$ cat src/rtl/uart_tx_arbiter_pkg.sv
// Shared definitions for UART transmit-side controllers: sequencer states and a
// constant-foldable ceil(log2) helper.
package uart_tx_arbiter_pkg;

  typedef enum logic [1:0] {
    ST_IDLE  = 2'd0,
    ST_START = 2'd1,
    ST_WAIT  = 2'd2
  } arb_state_t;

  // Ceiling log2 with a floor of 1 so single-entry indices still get a bit
  function automatic int unsigned clog2(input int unsigned v);
    int unsigned r;
    r = 0;
    while ((64'd1 << r) < 64'(v)) r++;
    if (r == 0) r = 1;
    return r;
  endfunction

endpackage

$ cat src/rtl/uart_tx_arbiter_rr_arbiter.sv
// Round-robin grant selection: first requester found searching last+1, last+2, ...
// (mod NREQ). Purely combinational.
module rr_arbiter
  import uart_tx_arbiter_pkg::*;
#(
  parameter int unsigned NREQ = 4
) (
  input  logic [NREQ-1:0]          req,
  input  logic [clog2(NREQ)-1:0]   last,
  output logic [NREQ-1:0]          gnt_onehot,
  output logic [clog2(NREQ)-1:0]   gnt_idx,
  output logic                     any
);

  localparam int unsigned IW = clog2(NREQ);

  function automatic logic [IW-1:0] slot(input logic [IW-1:0] base, input int unsigned k);
    int unsigned s;
    s = 32'(base) + k;
    return IW'(s % NREQ);
  endfunction

  always_comb begin
    gnt_onehot = '0;
    gnt_idx    = '0;
    any        = 1'b0;
    for (int unsigned k = 1; k <= NREQ; k++) begin
      if (!any && req[slot(last, k)]) begin
        any                       = 1'b1;
        gnt_idx                   = slot(last, k);
        gnt_onehot[slot(last, k)] = 1'b1;
      end
    end
  end

endmodule

$ cat src/rtl/uart_tx_arbiter.sv
// Shares one UART transmitter between NREQ byte sources: round-robin grant,
// start pulse, wait for done, with a watchdog that abandons a stuck frame.
module uart_tx_arbiter
  import uart_tx_arbiter_pkg::*;
#(
  parameter int unsigned NREQ        = 4,
  parameter int unsigned DBIT        = 8,
  parameter int unsigned TIMEOUT_CYC = 65535
) (
  input  logic                     clk,
  input  logic                     rst_n,
  input  logic [NREQ-1:0]          req_valid,
  input  logic [NREQ*DBIT-1:0]     req_data,
  output logic [NREQ-1:0]          req_ready,
  output logic [DBIT-1:0]          tx_din,
  output logic                     tx_start,
  input  logic                     tx_done_tick,
  output logic                     busy,
  output logic [clog2(NREQ)-1:0]   gnt_id,
  output logic                     timeout_err,
  input  logic                     err_clr
);

  localparam int unsigned IW  = clog2(NREQ);
  localparam int unsigned WDW = clog2(TIMEOUT_CYC);

  arb_state_t      state_q, state_d;
  logic [DBIT-1:0] din_q, din_d;
  logic [IW-1:0]   gnt_q, gnt_d;
  logic [IW-1:0]   last_q, last_d;
  logic [WDW-1:0]  wd_q, wd_d;
  logic            err_q, err_d;
  logic            busy_q, busy_d;
  logic            start_q, start_d;

  logic [NREQ-1:0] arb_onehot;
  logic [IW-1:0]   arb_idx;
  logic            arb_any;

  rr_arbiter #(.NREQ(NREQ)) u_rr (
    .req        (req_valid),
    .last       (last_q),
    .gnt_onehot (arb_onehot),
    .gnt_idx    (arb_idx),
    .any        (arb_any)
  );

  // Sequencer: next state and next register values
  always_comb begin
    state_d   = state_q;
    din_d     = din_q;
    gnt_d     = gnt_q;
    last_d    = last_q;
    wd_d      = wd_q;
    busy_d    = busy_q;
    start_d   = 1'b0;
    err_d     = err_q & ~err_clr;
    req_ready = '0;
    case (state_q)
      ST_IDLE: begin
        if (arb_any) begin
          req_ready = arb_onehot;
          gnt_d     = arb_idx;
          last_d    = arb_idx;
          for (int unsigned i = 0; i < NREQ; i++) begin
            if (arb_onehot[i]) din_d = req_data[i*DBIT +: DBIT];
          end
          start_d = 1'b1;
          busy_d  = 1'b1;
          state_d = ST_START;
        end
      end
      ST_START: begin
        wd_d    = '0;
        state_d = ST_WAIT;
      end
      ST_WAIT: begin
        if (tx_done_tick) begin
          busy_d  = 1'b0;
          state_d = ST_IDLE;
        end else begin
          wd_d = wd_q + WDW'(1);
          // Expiry beats a same-cycle err_clr since it is assigned last
          if (wd_d == WDW'(TIMEOUT_CYC - 1)) begin
            err_d   = 1'b1;
            busy_d  = 1'b0;
            state_d = ST_IDLE;
          end
        end
      end
      default: begin
        busy_d  = 1'b0;
        state_d = ST_IDLE;
      end
    endcase
  end

  always_ff @(posedge clk or negedge rst_n) begin
    if (!rst_n) begin
      state_q <= ST_IDLE;
      din_q   <= '0;
      gnt_q   <= '0;
      last_q  <= IW'(NREQ - 1);
      wd_q    <= '0;
      err_q   <= 1'b0;
      busy_q  <= 1'b0;
      start_q <= 1'b0;
    end else begin
      state_q <= state_d;
      din_q   <= din_d;
      gnt_q   <= gnt_d;
      last_q  <= last_d;
      wd_q    <= wd_d;
      err_q   <= err_d;
      busy_q  <= busy_d;
      start_q <= start_d;
    end
  end

  assign tx_din      = din_q;
  assign tx_start    = start_q;
  assign busy        = busy_q;
  assign gnt_id      = gnt_q;
  assign timeout_err = err_q;

endmodule

$ cat config.mk
export PLATFORM = sky130hd
export DESIGN_NAME = uart_tx_arbiter
export DESIGN_NICKNAME = d
export VERILOG_FILES = /design/src/rtl/uart_tx_arbiter_pkg.sv /design/src/rtl/uart_tx_arbiter_rr_arbiter.sv /design/src/rtl/uart_tx_arbiter.sv
export SDC_FILE = /design/constraint.sdc
export NUM_CORES = 1
export LEC_CHECK = 0
export CELL_PAD_IN_SITES_DETAIL_PLACEMENT = 1
export CELL_PAD_IN_SITES_GLOBAL_PLACEMENT = 1
export CORE_ASPECT_RATIO = 0.8
export CORE_UTILIZATION = 38
export DETAILED_ROUTE_END_ITERATION = 8
export PLACE_DENSITY_LB_ADDON = 0.1
export SYNTH_ARGS = -nofsm -noshare
export SYNTH_HDL_FRONTEND = slang
export SYNTH_SLANG_ARGS = --single-unit
$ cat constraint.sdc
create_clock -name clk -period 4.45 [get_ports clk]
set_input_delay 0.89 -clock clk [delete_from_list [all_inputs] [get_ports clk]]
set_output_delay 0.89 -clock clk [all_outputs]
set_load 0.01 [all_outputs]
==> summary.txt <==
WL met2: 3890 um
Worst R2R Start: last_q[0]
Fmax: 232.4 MHz
Fin crit period: 4.303 ns
Worst vdd ir: 343.3 uV
Max Cap Viol: 0
Worst reg-to-reg setup slack: 1.05 ns
R2R cell count: 8
Layout Nets: 420
Vias in the first global route: 2705
Seq/Total Area, Yosys: 31.04%
CTS tree: yes
Top cell type's share of synthesized area: 29.07%
Post-synthesis xor/xnor area fraction: 0.6564%
CTS Sinks: 33
Worst-Margin Slew: 0.7425 ns
I/O pin count: 57
Synth Area in Compound Gates: 30.94%
Inserted Clock Buffers: 5
Period utilization: 96.70%
Count of warnings emitted by yosys: 0
Drt total wl: 8332 um
Area contributors post-synth: dfrtp_1 29%, ha_1 4.7%, o21ai_0 4.7%
Setup crit end kind: output port
Root Buffer: clkbuf_8
HP Class: reg2reg
Ant diodes: 0
Data required time at the worst endpoint: 3.56 ns
Final Skew: 0.002648 ns
Critical-path maximum fanout: 7
Row count: 26
H-tree lvl count: 2
RR Endpoint: tx_din[2]
Vias: 2676
First DRT Iteration DRCs: 91
Hold path endpoint: gnt_id[0]
Initial Utilization: 40.61%
Initial antenna violation count: 0
Most frequent cells in the layout: 56 x clkdlybuf4s50_1, 31 x dfrtp_1, 25 x inv_1, 25 x o21ai_0, 20 x nand2_1
Max Slew Vio Count: 0
Cts repair resizes: 0
Post-synthesis cell type count: 57
Dpl hpwl: 6248 um
Clk slew on worst S/H paths: 0.07 ns
Filler cell count: 776
Met3 routed WL: 313 um
Final setup fails: 0
Grt ovf: 0
Area grow syn2layout: 28.83%
First-pass iteration count of the detailed router: 4
Share of cells above drive strength 1: 9.434%
Post-synthesis mux area share: 3.657%
DR WL/cell: 18.31 um
Endpoints failing hold: 0
Synth Area in Simple Gates: 21.52%
Adder-cell share of the synthesized area: 4.688%
RSZ-0062 raised after global routing: no
Syn Inst Count: 309
CP Launch Type: input port
Mapped cell area: 2669 um2
Syn Nets: 359
Post-Layout Inst Area: 3438 um2
CTS Buffer Depth: 2
Largest family of logic cells by synthesized area: compound AO/OA/AOI/OAI gates
Hold path depth: 1
Die Wd: 95.70 um
Vias/cell: 5.881
Pwr per Cell Area: 591.5 nW/um2
Port bufs: 56
Total placed instance area: 3348 um2
Synthesized area per cell: 8.637 um2
Slew headroom: 50.37%
Setup TNS: 0 ns
Area leader, netlist: dfrtp_1
Ys async rst share: 100.0%
Status: finished clean
Setup crit start: req_valid[1]
Critical path class: in2out
Metal-1 WL: 4085 um
Commonest non-fill, non-tap cell in the layout: clkdlybuf4s50_1
Post-synth EDFFs: 0
Skew-Pair Late Insertion Delay: 0.28 ns
Die Y: 76.96 um
Global-route wire length before repair: 14080 um
Total power: 2.034 mW
Top FF cell, synth: dfrtp_1
Die area: 7364 um2
Residual DRC count: 0
DRT antenna net count: 0
HP Start: gnt_id[0]
Post-CTS Hold Fix Bufs: 0
Pleak: 1.437 nW
Tot GR Track Use: 24.56%
Crit path DAT: 3.41 ns
Max layer used: met4
Synth Register Bits: 33
Largest net degree at the start of global routing: 34
Setup bufs post-CTS: 0
Core area: 6571 um2
GP Congestion: 0.9268
worst max-delay path, cell delays in order:
cell and delay, ns:
clkdlybuf4s50_1 0.52, or3b_1 0.44, a2111o_1 0.52, nand2_1 0.21, a221oi_1 0.15, nor2_1 0.13, clkdlybuf4s50_1 0.55
logic make-up (layout without fill, tap and decap cells):
logic type,after synthesis,after routing
xor gates and xnor gates,2,2
adders and majority gates,10,10
and+or+nand+nor,100,100
DFF,33,33
muxes,7,7
buffers and inverters,43,105
AOI/OAI and AO/OA,114,114
worst max-delay path by stage:
stage / endpoint / cells past startpoint / slack, ns
6_report: req_ready[0] / 7 / 0.15
5_1_grt: req_ready[3] / 7 / 0.06
4_1_cts: req_ready[0] / 7 / 0.16
3_5_place_dp: req_ready[0] / 7 / 0.17
3_3_place_gp: req_ready[3] / 7 / 0.32
2_1_floorplan: req_ready[3] / 10 / 0.73
per-stage QoR:
stage	worst slack, ns	std cells	utilization, %	hold WS, ns
6_report	0.1469	455	52.32	0.4863
5_1_grt	0.05916	455	52.32	0.5035
4_1_cts	0.1601	455	52.32	0.4931
3_5_place_dp	0.1737	447	50.95	0.4727
3_3_place_gp	0.3152	447	50.95	0.4676
2_1_floorplan	0.7283	309	-	0.4662
final cells by class:
type / count / area, um2 / area share, %
clock buffers: 8 / 90.09 / 2.620
inverters: 25 / 93.84 / 2.729
multi-input cells: 233 / 1640 / 47.71
flip-flops and latches: 33 / 828.3 / 24.09
well taps: 84 / 105.1 / 3.057
repair buffers: 72 / 680.7 / 19.80
state kept, by name, summed over array words and instances, names as in the netlist:
register	count
gnt_id	2
last_q	2
wd_q	16
timeout_err	1
tx_start	1
tx_din	8
busy	1
state_q	2
cell usage after synthesis, types with 3 or more instances:
library cell  count
nand3b_1          4
and2_1            3
nor2b_1           3
ha_1             10
nor3_1            7
a21o_1            4
o31ai_1          11
buf_6             4
a31oi_1           4
a21oi_1          19
o311ai_1          8
nand2_1          20
clkbuf_1          7
a22o_1            4
nor2_1           18
o31a_1            9
a32oi_1           8
nand3_1           9
and3_1            3
dfrtp_1          31
buf_2             7
or3_1             4
o21ai_0          25
nor3b_1           4
inv_1            25
and4_1            9
nand4_1           3
mux2i_1           3
routing by layer:
layer / track usage [%] / vias up
met5: 0 / -
met4: 4.925 / 0
met3: 3.671 / 4
met2: 38.07 / 54
met1: 36.01 / 1318
li1: - / 1300
where the power goes:
| part | internal (mW) | switching [mW] | leakage (nW) | total, mW |
|---|---|---|---|---|
| registers | 0.395 | 0.0606 | 0.418 | 0.456 |
| logic | 0.597 | 0.748 | 0.974 | 1.35 |
| clock network | 0.126 | 0.107 | 0.0455 | 0.233 |
| total | 1.12 | 0.915 | 1.44 | 2.03 |
Note: power is estimated with default switching activity, not from simulation.
